==> src/rtl/knn_pkg.sv <==
// ---------------------------------------------------------------------------
// knn_pkg
// Shared definitions for the kNN core: sequencer state encoding and the
// default widths used by the list controller, the list chain and the top.
//   KnnDataW   distance width
//   KnnLabelW  label width
//   KnnCoordW  unsigned coordinate width per axis
//   KnnIdxW    point index / count width
// ---------------------------------------------------------------------------
package knn_pkg;

    localparam int unsigned KnnDataW  = 32;
    localparam int unsigned KnnLabelW = 8;
    localparam int unsigned KnnCoordW = 15;
    localparam int unsigned KnnIdxW   = 16;

    typedef enum logic [2:0] {
        StIdle  = 3'd0,
        StClear = 3'd1,
        StFetch = 3'd2,
        StCalc  = 3'd3,
        StPush  = 3'd4,
        StDone  = 3'd5
    } knn_state_e;

endpackage

==> src/rtl/knn_sq_dist.sv <==
// ---------------------------------------------------------------------------
// knn_sq_dist
// Purely combinational squared Euclidean distance between two 2-D points.
// Ports:
//   i_ax, i_ay  point A coordinates (unsigned)
//   i_bx, i_by  point B coordinates (unsigned)
//   o_dx, o_dy  absolute per-axis differences
//   o_dist      dx*dx + dy*dy, zero-extended to DATA_W
// DATA_W must be at least 2*COORD_W+1 for the result to be exact.
// ---------------------------------------------------------------------------
module knn_sq_dist #(
    parameter int unsigned COORD_W = 15,
    parameter int unsigned DATA_W  = 32
) (
    input  logic [COORD_W-1:0] i_ax,
    input  logic [COORD_W-1:0] i_ay,
    input  logic [COORD_W-1:0] i_bx,
    input  logic [COORD_W-1:0] i_by,
    output logic [COORD_W-1:0] o_dx,
    output logic [COORD_W-1:0] o_dy,
    output logic [DATA_W-1:0]  o_dist
);

    logic [2*COORD_W-1:0] w_sq_x;
    logic [2*COORD_W-1:0] w_sq_y;
    logic [2*COORD_W:0]   w_sum;

    assign o_dx = (i_ax >= i_bx) ? (i_ax - i_bx) : (i_bx - i_ax);
    assign o_dy = (i_ay >= i_by) ? (i_ay - i_by) : (i_by - i_ay);

    // Operands widened first so the products are full 2*COORD_W bits.
    assign w_sq_x = {{COORD_W{1'b0}}, o_dx} * {{COORD_W{1'b0}}, o_dx};
    assign w_sq_y = {{COORD_W{1'b0}}, o_dy} * {{COORD_W{1'b0}}, o_dy};

    // One extra bit holds the carry of the sum, so it can never overflow.
    assign w_sum  = {1'b0, w_sq_x} + {1'b0, w_sq_y};
    assign o_dist = DATA_W'(w_sum);

endmodule

==> src/rtl/knn_list_ctrl.sv <==
// ---------------------------------------------------------------------------
// knn_list_ctrl
// Sequencer for the kNN sorted-neighbour list. On an accepted start it
// clears the list, fetches every dataset point over a req/ack port, computes
// its squared distance to the test point and presents each (distance, label)
// candidate to the list with a one-cycle valid pulse, then pulses done.
// Ports:
//   i_clk, i_rst_n               clock, asynchronous active-low reset
//   i_start                      start request (ignored while busy / in DONE)
//   i_n_points, i_test_x/y       search parameters, latched on accepted start
//   o_pt_req, o_pt_idx           point fetch request and index
//   i_pt_ack, i_pt_x/y, i_pt_label  fetch response (may ack in request cycle)
//   o_list_clear                 one-cycle list re-initialisation pulse
//   o_list_start                 list enable level (equals busy)
//   o_list_valid                 one-cycle candidate strobe
//   o_dist_candidate             registered candidate distance
//   o_label_candidate            registered candidate label
//   o_busy, o_done               busy level, one-cycle completion pulse
// ---------------------------------------------------------------------------
module knn_list_ctrl
    import knn_pkg::*;
#(
    parameter int unsigned DATA_W  = KnnDataW,
    parameter int unsigned LABEL   = KnnLabelW,
    parameter int unsigned COORD_W = KnnCoordW,
    parameter int unsigned IDX_W   = KnnIdxW
) (
    input  logic               i_clk,
    input  logic               i_rst_n,
    input  logic               i_start,
    input  logic [IDX_W-1:0]   i_n_points,
    input  logic [COORD_W-1:0] i_test_x,
    input  logic [COORD_W-1:0] i_test_y,
    output logic               o_pt_req,
    output logic [IDX_W-1:0]   o_pt_idx,
    input  logic               i_pt_ack,
    input  logic [COORD_W-1:0] i_pt_x,
    input  logic [COORD_W-1:0] i_pt_y,
    input  logic [LABEL-1:0]   i_pt_label,
    output logic               o_list_clear,
    output logic               o_list_start,
    output logic               o_list_valid,
    output logic [DATA_W-1:0]  o_dist_candidate,
    output logic [LABEL-1:0]   o_label_candidate,
    output logic               o_busy,
    output logic               o_done
);

    if (DATA_W < 2 * COORD_W + 1) begin : g_param_check
        $error("knn_list_ctrl: DATA_W must be at least 2*COORD_W+1");
    end

    knn_state_e         r_state;
    logic [IDX_W-1:0]   r_n_points;
    logic [COORD_W-1:0] r_test_x;
    logic [COORD_W-1:0] r_test_y;
    logic [COORD_W-1:0] r_pt_x;
    logic [COORD_W-1:0] r_pt_y;
    logic [LABEL-1:0]   r_pt_label;
    logic [IDX_W-1:0]   r_pt_idx;
    logic               r_pt_req;
    logic               r_list_clear;
    logic               r_list_valid;
    logic               r_busy;
    logic               r_done;
    logic [DATA_W-1:0]  r_dist;
    logic [LABEL-1:0]   r_label;

    logic [IDX_W-1:0]   w_idx_inc;
    logic [COORD_W-1:0] w_dx;
    logic [COORD_W-1:0] w_dy;
    logic [DATA_W-1:0]  w_dist;
    logic               w_unused_diff;

    // The fetched point is captured raw; its distance to the latched test
    // point is evaluated in CALC, giving the same result as capturing the
    // absolute differences at ack time.
    knn_sq_dist #(
        .COORD_W (COORD_W),
        .DATA_W  (DATA_W)
    ) u_sq_dist (
        .i_ax   (r_pt_x),
        .i_ay   (r_pt_y),
        .i_bx   (r_test_x),
        .i_by   (r_test_y),
        .o_dx   (w_dx),
        .o_dy   (w_dy),
        .o_dist (w_dist)
    );

    // Per-axis differences are not needed by this 2-D sequencer.
    assign w_unused_diff = ^{w_dx, w_dy};

    // Termination compares the incremented index at IDX_W bits, so
    // n_points = 2^IDX_W-1 ends before any wrap.
    assign w_idx_inc = r_pt_idx + IDX_W'(1);

    always_ff @(posedge i_clk or negedge i_rst_n) begin
        if (!i_rst_n) begin
            r_state      <= StIdle;
            r_n_points   <= '0;
            r_test_x     <= '0;
            r_test_y     <= '0;
            r_pt_x       <= '0;
            r_pt_y       <= '0;
            r_pt_label   <= '0;
            r_pt_idx     <= '0;
            r_pt_req     <= 1'b0;
            r_list_clear <= 1'b0;
            r_list_valid <= 1'b0;
            r_busy       <= 1'b0;
            r_done       <= 1'b0;
            r_dist       <= '0;
            r_label      <= '0;
        end else begin
            // Pulse outputs default low; each is raised for exactly one state.
            r_list_clear <= 1'b0;
            r_list_valid <= 1'b0;
            r_done       <= 1'b0;

            unique case (r_state)
                StIdle: begin
                    if (i_start) begin
                        r_n_points   <= i_n_points;
                        r_test_x     <= i_test_x;
                        r_test_y     <= i_test_y;
                        r_pt_idx     <= '0;
                        r_list_clear <= 1'b1;
                        r_busy       <= 1'b1;
                        r_state      <= StClear;
                    end
                end

                StClear: begin
                    if (r_n_points == '0) begin
                        r_busy  <= 1'b0;
                        r_done  <= 1'b1;
                        r_state <= StDone;
                    end else begin
                        r_pt_req <= 1'b1;
                        r_state  <= StFetch;
                    end
                end

                StFetch: begin
                    if (i_pt_ack) begin
                        r_pt_x     <= i_pt_x;
                        r_pt_y     <= i_pt_y;
                        r_pt_label <= i_pt_label;
                        r_pt_req   <= 1'b0;
                        r_state    <= StCalc;
                    end
                end

                StCalc: begin
                    r_dist       <= w_dist;
                    r_label      <= r_pt_label;
                    r_list_valid <= 1'b1;
                    r_state      <= StPush;
                end

                StPush: begin
                    r_pt_idx <= w_idx_inc;
                    if (w_idx_inc == r_n_points) begin
                        r_busy  <= 1'b0;
                        r_done  <= 1'b1;
                        r_state <= StDone;
                    end else begin
                        r_pt_req <= 1'b1;
                        r_state  <= StFetch;
                    end
                end

                StDone: begin
                    r_state <= StIdle;
                end

                default: begin
                    r_pt_req <= 1'b0;
                    r_busy   <= 1'b0;
                    r_state  <= StIdle;
                end
            endcase
        end
    end

    assign o_pt_req          = r_pt_req;
    assign o_pt_idx          = r_pt_idx;
    assign o_list_clear      = r_list_clear;
    assign o_list_start      = r_busy;
    assign o_list_valid      = r_list_valid;
    assign o_dist_candidate  = r_dist;
    assign o_label_candidate = r_label;
    assign o_busy            = r_busy;
    assign o_done            = r_done;

endmodule

==> config.mk <==
export PLATFORM = sky130hd
export DESIGN_NAME = knn_list_ctrl
export DESIGN_NICKNAME = d
export VERILOG_FILES = /design/src/rtl/knn_pkg.sv /design/src/rtl/knn_sq_dist.sv /design/src/rtl/knn_list_ctrl.sv
export SDC_FILE = /design/constraint.sdc
export NUM_CORES = 1
export LEC_CHECK = 0
export ABC_CLOCK_PERIOD_IN_PS = 9100
export CORE_MARGIN = 2
export CORE_UTILIZATION = 56
export CTS_BUF_LIST = sky130_fd_sc_hd__clkbuf_4 sky130_fd_sc_hd__clkbuf_8 sky130_fd_sc_hd__clkbuf_16
export CTS_CLUSTER_SIZE = 30
export DETAILED_ROUTE_END_ITERATION = 10
export GPL_TIMING_DRIVEN = 0
export PLACE_DENSITY_LB_ADDON = 0.1
export SLEW_MARGIN = 10
export SYNTH_ARGS = -nofsm -noshare
export SYNTH_HDL_FRONTEND = slang
export SYNTH_SLANG_ARGS = --single-unit
==> constraint.sdc <==
create_clock -name i_clk -period 9.1 [get_ports i_clk]
set_input_delay 1.365 -clock i_clk [delete_from_list [all_inputs] [get_ports i_clk]]
set_output_delay 1.365 -clock i_clk [all_outputs]
set_load 0.02 [all_outputs]
==> results.toml, run 1 <==
[run_status]
run_status = "complete, but fails checks"
violations = "setup timing"

[timing]
finalSetupViolCount = 12
hold_viol_final = 0
post-route-min-period_ps = 9620
tns_ps = -3180
worst_pin_slew_ps = 1050
fin_crit_sh = 1.06
fmax_ghz = 0.104
slew_violations = 0
rsz0062_at_grt = "true"
layout_setup_ws_ps = -521
skew_ps = 11.2
hold_slack_ps = 482
slew_headroom = 0.297

[synth]
seq_area_frac_synth = 0.172
synthFlopType = "dfrtp_1"
syn_inst = 2289
yosysTopAreaCell = "fa_1"
syn_area_um2 = 21400
synth_edf_count = 0
synth-seq-cells = 147
async_reset_ff_frac = 1.00
ys_types = 83
synthesis.nets = 2936
yosysMostFrequentCell = "inv_1"
yosys_warnings = 0
yosys-top-cells-count = "inv_1, fa_1, nand2_1"
syn_avg_cell_area_um2 = 9.34
synth_top_area_share = 0.311
ys_top_cells_by_area = "fa_1, dfrtp_1, ha_1"

[worst_hold_path]
hp-class = "flop to flop"
min_to = "o_dist_candidate[6]"
hold_depth = 2
hp-start = "o_dist_candidate[6]"

[setup_path]
arrival_ps = 9920
worst_setup_path_start_kind = "flop"
crit_slowest_cell = "fa_1"
worstReg2RegEnd = "o_dist_candidate[28]"
r2r-start = "r_test_x[2]"
max_stage_delay_ps = 600
worstPathMaxFanout = 6
crit_path_end_kind = "flop"
crit_type = "flop to flop"
crit_start = "r_test_x[2]"
cp.required_ps = 9400
worstRegToRegCells = 40
rrSetupSlack_ps = -520
crit_top_cell = "fa_1"

[clock_network]
htree_levels = 4
cts_tree = "done"
clock_sinks = 147
cts_buffers = 17
cts_hold_buf = 0
clk_latency_ps = 450
clkSlewWorstSetupHoldPaths_ps = 60
cts-root-buf = "clkbuf_16"
clk_path_buf_depth = 2

[routing]
wire_per_inst_um = 19.3
wl_met2_um = 30500
first_iter_violations = 1258
top_layer = "met4"
vias = 17400
drc = 0
first_pass_iters = 5
wl_met1_um = 23800
detail_route.vias_per_cell = 5.51
drtAntennaViolNets = 0
wl_met3_um = 3560
wl_um = 60900

[layout]
final_util = 0.724
drive_gt1_frac = 0.212
stdcell_area_um2 = 27300
nets = 3285
antennaDiodeCount = 0
syn_to_final_growth_pct = 27.6

[placed_design]
gp_congestion = 0.953
port-buffer-count = 148
place_area_um2 = 23600
place.detailed.hpwl_um = 46600

[job]
max-cap-violations = 0

[floorplanning]
die_area_um2 = 39800
start_util = 0.568
rows = 71
die_x_um = 199
fp.dieH_um = 199
io_pins = 150
design.core.area_um2 = 37700

[global_route]
antenna_found_initial = 0
grt_max_degree = 83
grt_pass1_vias = 18200
grt_pass1_wl_um = 93900
track_usage = 0.310
overflow = 0
[sequential cells by signal (all words and copies together) (netlist names), 15 cells and up]
register          count
o_dist_candidate     31
o_pt_idx             16
r_n_points           16
r_pt_x               15
r_pt_y               15
r_test_x             15
r_test_y             15
[layout by cell type, fill, tap and decap left out, drive strengths merged, types with 7 or more instances in the layout]
master           n
a21o            37
clkinv          10
o21bai           9
xor2            46
nand2b          13
nor3            11
dfrtp          147
mux2i           16
clkdlybuf4s50  147
nand2          243
a31oi            8
nor2           171
and3            12
nand3           13
buf            220
ha             227
o21ai          150
fa             332
a221oi           7
mux2            44
clkbuf          54
o31ai            8
a21oi           68
nor4             7
o211ai           7
nand4           19
and2             8
inv            497
xnor2           53
[logic make-up (layout without fill, tap and decap cells)]
| kind of cell | after synthesis | in the layout | share of synthesized area |
|---|---|---|---|
| xor+xnor | 99 | 99 | 0.0451 |
| other cells | 1 | 1 | 0.000175 |
| buf+inv | 575 | 936 | 0.106 |
| compound gates | 334 | 334 | 0.100 |
| simple gates | 514 | 514 | 0.102 |
| mux | 60 | 60 | 0.0308 |
| flops | 147 | 147 | 0.172 |
| fa+ha+maj | 559 | 559 | 0.444 |
[worst max-delay path: cells and delay by family (launching register included)]
| family | cells | cell delay [ps] |
|---|---|---|
| AO/OA/AOI/OAI | 12 | 2350 |
| XOR/XNOR | 2 | 420 |
| adder cells (fa/ha/maj) | 10 | 4530 |
| buffers and inverters | 12 | 1290 |
| flip-flops | 1 | 360 |
| AND/OR/NAND/NOR | 4 | 530 |
[through the flow]
stage	instances	setup slack (ps)
2_1_floorplan	2289	2.92
3_3_place_gp	2948	-1890
3_5_place_dp	2950	-1710
4_1_cts	3091	-280
5_1_grt	3161	-779
6_report	3161	-521
[worst max path at each step]
| stage | end | cells after the start |
|---|---|---|
| floorplan | o_dist_candidate[30] | 37 |
| global placement | o_dist_candidate[30] | 37 |
| detailed placement | o_dist_candidate[30] | 36 |
| CTS | o_dist_candidate[29] | 38 |
| global route | o_dist_candidate[30] | 40 |
| finish | o_dist_candidate[28] | 40 |
[area by class of cell]
type,instances,area (µm²)
Inverter,504,1940
Clock buffer,20,460
Multi-Input combinational cell,1567,16900
Sequential cell,147,3680
Fill cell,2839,10400
Timing Repair Buffer,336,3050
Buffer,65,502
Clock inverter,11,129
Tap cell,511,639
[routing by layer]
metal / up-vias / track usage
met1: 8805 / 0.386
met2: 594 / 0.533
li1: 7844 / -
met3: 165 / 0.0479
met5: - / 0
met4: 0 / 0.144
[what timing repair did]
item,4_1_cts,5_1_grt
pin swaps,91,137
endpoints found under the setup margin,21,19
hold endpoints to repair,0,0
setup buffers,113,72
resized for setup,207,163
cloned,0,1
Power of run 1 is left out: the tool's default activity adds up to more than one toggle a clock period on the data nets, which glitch-free logic cannot reach.
==> run 2: changes to the inputs <==
- ABC_AREA: not set -> 1
- SKIP_CTS_REPAIR_TIMING: not set -> 1
==> run 2 against run 1 <==
Net effect: the flow now finishes without violations; via count grew 4.8%; sequential cell count is the same; first-iteration DRC count shrank 29%; sequential share of layout area grew 0.80 points; maximum frequency grew 9.5%; final area shrank 5.6%; synthesized cell count grew 18%; register-to-register slack gained 840 ps; core utilization shrank 6.1 points; synthesized area grew 3.4%; critical path depth shrank 7; worst setup slack gained 840 ps.
==> results.toml, run 2 <==
[global_route]
overflow = 0
track_usage = 0.314
antenna_found_initial = 0
grt_pass1_wl_um = 99700
grt_pass1_vias = 19400
grt_max_degree = 79

[synth]
synthMuxAreaShare = 0.00249
synth_edf_count = 0
yosysMostFrequentCell = "inv_1"
ys_top_cells_by_area = "fa_1, dfrtp_1, ha_1"
synthFlopType = "dfrtp_1"
synthSimpleGateAreaFrac = 0.163
synth_top_area_share = 0.301
async_reset_ff_frac = 1.00
ys_types = 61
syn_area_um2 = 22100
yosys-top-cells-count = "inv_1, nand2_1, fa_1"
synthesis.nets = 3338
yosys.area_share.adder = 0.429
syn_avg_cell_area_um2 = 8.21
seq_area_frac_synth = 0.166
syn_inst = 2691
yosysTopAreaCell = "fa_1"
synth_compound_area_frac = 0.0768
synth_top_family_by_area = "adder cells"
synth-seq-cells = 147
yosys_warnings = 0
synthXorXnorAreaFrac = 0.0361

[floorplanning]
design.core.area_um2 = 38800
die_area_um2 = 41100
die_x_um = 203
rows = 72
start_util = 0.569
io_pins = 150
fp.dieH_um = 203

[timing]
slew_headroom = 0.367
hold_viol_final = 0
post-route-min-period_ps = 8780
skew_ps = 10.9
slew_violations = 0
fmax_ghz = 0.114
fin_crit_sh = 0.965
finalSetupViolCount = 0
hold_slack_ps = 480
worst_pin_slew_ps = 950

[setup_path]
crit_path_end_kind = "flop"
max_stage_delay_ps = 570
arrival_ps = 9100
crit_cells = 33
crit_slowest_cell = "fa_1"
crit_type = "flop to flop"
crit_top_cell = "fa_1"
cp.required_ps = 9420
worstRegToRegCells = 33
worst-path-buf-inv = 8
worstPathMaxFanout = 9
worst_setup_path_start_kind = "flop"
rrSetupSlack_ps = 320
path_delay_family = "adder cells"

[layout]
syn_to_final_growth_pct = 16.5
antennaDiodeCount = 0
nets = 3551
drive_gt1_frac = 0.0884
final_common_cell = "inv_1"
regArea_um2 = 3680
nFillCells = 3383
stdcell_area_um2 = 25700
largest_reg_flops = 31
final_util = 0.663
final_cell_mix = "inv_1, nand2_1, fa_1, nor2_1, ha_1"
multi_input_area_um2 = 16000

[run_status]
run_status = "complete, no violations"

[placed_design]
gp_congestion = 0.939
place_area_um2 = 24300
port-buffer-count = 148
place.detailed.hpwl_um = 52000

[clock_network]
clk_latency_ps = 440
cts_buffers = 17
clkSlewWorstSetupHoldPaths_ps = 70
cts_tree = "done"
clock_sinks = 147
cts-root-buf = "clkbuf_16"
htree_levels = 4
clk_path_buf_depth = 2

[routing]
first_pass_iters = 5
first_iter_violations = 894
drc = 0
vias = 18200
wl_um = 61900
wire_per_inst_um = 18.0
drtAntennaViolNets = 0
detail_route.vias_per_cell = 5.31

[worst_hold_path]
hold_depth = 2
hp-class = "flop to flop"

[job]
max-cap-violations = 0
==> run 2: cell type report <==
cell class,instances,share of cell area
Buffer,65,0.0151
Clock buffer,18,0.0171
Clock inverter,14,0.00656
Inverter,652,0.0962
Multi-Input combinational cell,1826,0.622
Sequential cell,147,0.143
Tap cell,518,0.0252
Timing Repair Buffer,195,0.0751
==> run 2: cell families after synthesis <==
kind of cell | after synthesis
flops | 147
buf+inv | 718
fa+ha+maj | 559
other cells | 1
simple gates | 887
mux | 4
compound gates | 295
xor+xnor | 80
==> run 2: worst paths after layout <==
| kind | startpoint | end |
|---|---|---|
| max | r_test_x[4] | o_dist_candidate[26] |
| min | o_dist_candidate[2] | o_dist_candidate[2] |
| max reg2reg | r_test_x[4] | o_dist_candidate[26] |
| min reg2reg | o_dist_candidate[2] | o_dist_candidate[2] |
| max in group asynchronous | i_rst_n | o_dist_candidate[8] |
| min in group asynchronous | i_rst_n | o_pt_idx[12] |
==> run 2: tightest hold or removal path, cell delays in order (launching register included) <==
cell,delay [ps]
dfrtp_1,350
nand2_1,50
nand2_1,50
==> run 2: stage by stage <==
stage                     TNS [ps]  setup slack (ps)  instances
after global placement       -1750              -359       3357
after CTS                    -2630              -446       3390
after floorplan                  0              1100       2691
after global routing         -60.6             -47.7       3435
final                            0               316       3435
after detailed placement     -2280              -403       3358
==> run 2: routing by layer <==
layer  GRT usage  vias up  routed length (µm)
li1            -     8550                   -
met1       0.386     9002               24800
met2       0.551      566               31500
met3      0.0518      128                3450
met4       0.125        0                2230
met5           0        -                   0
Power of run 2 is left out for the same reason.
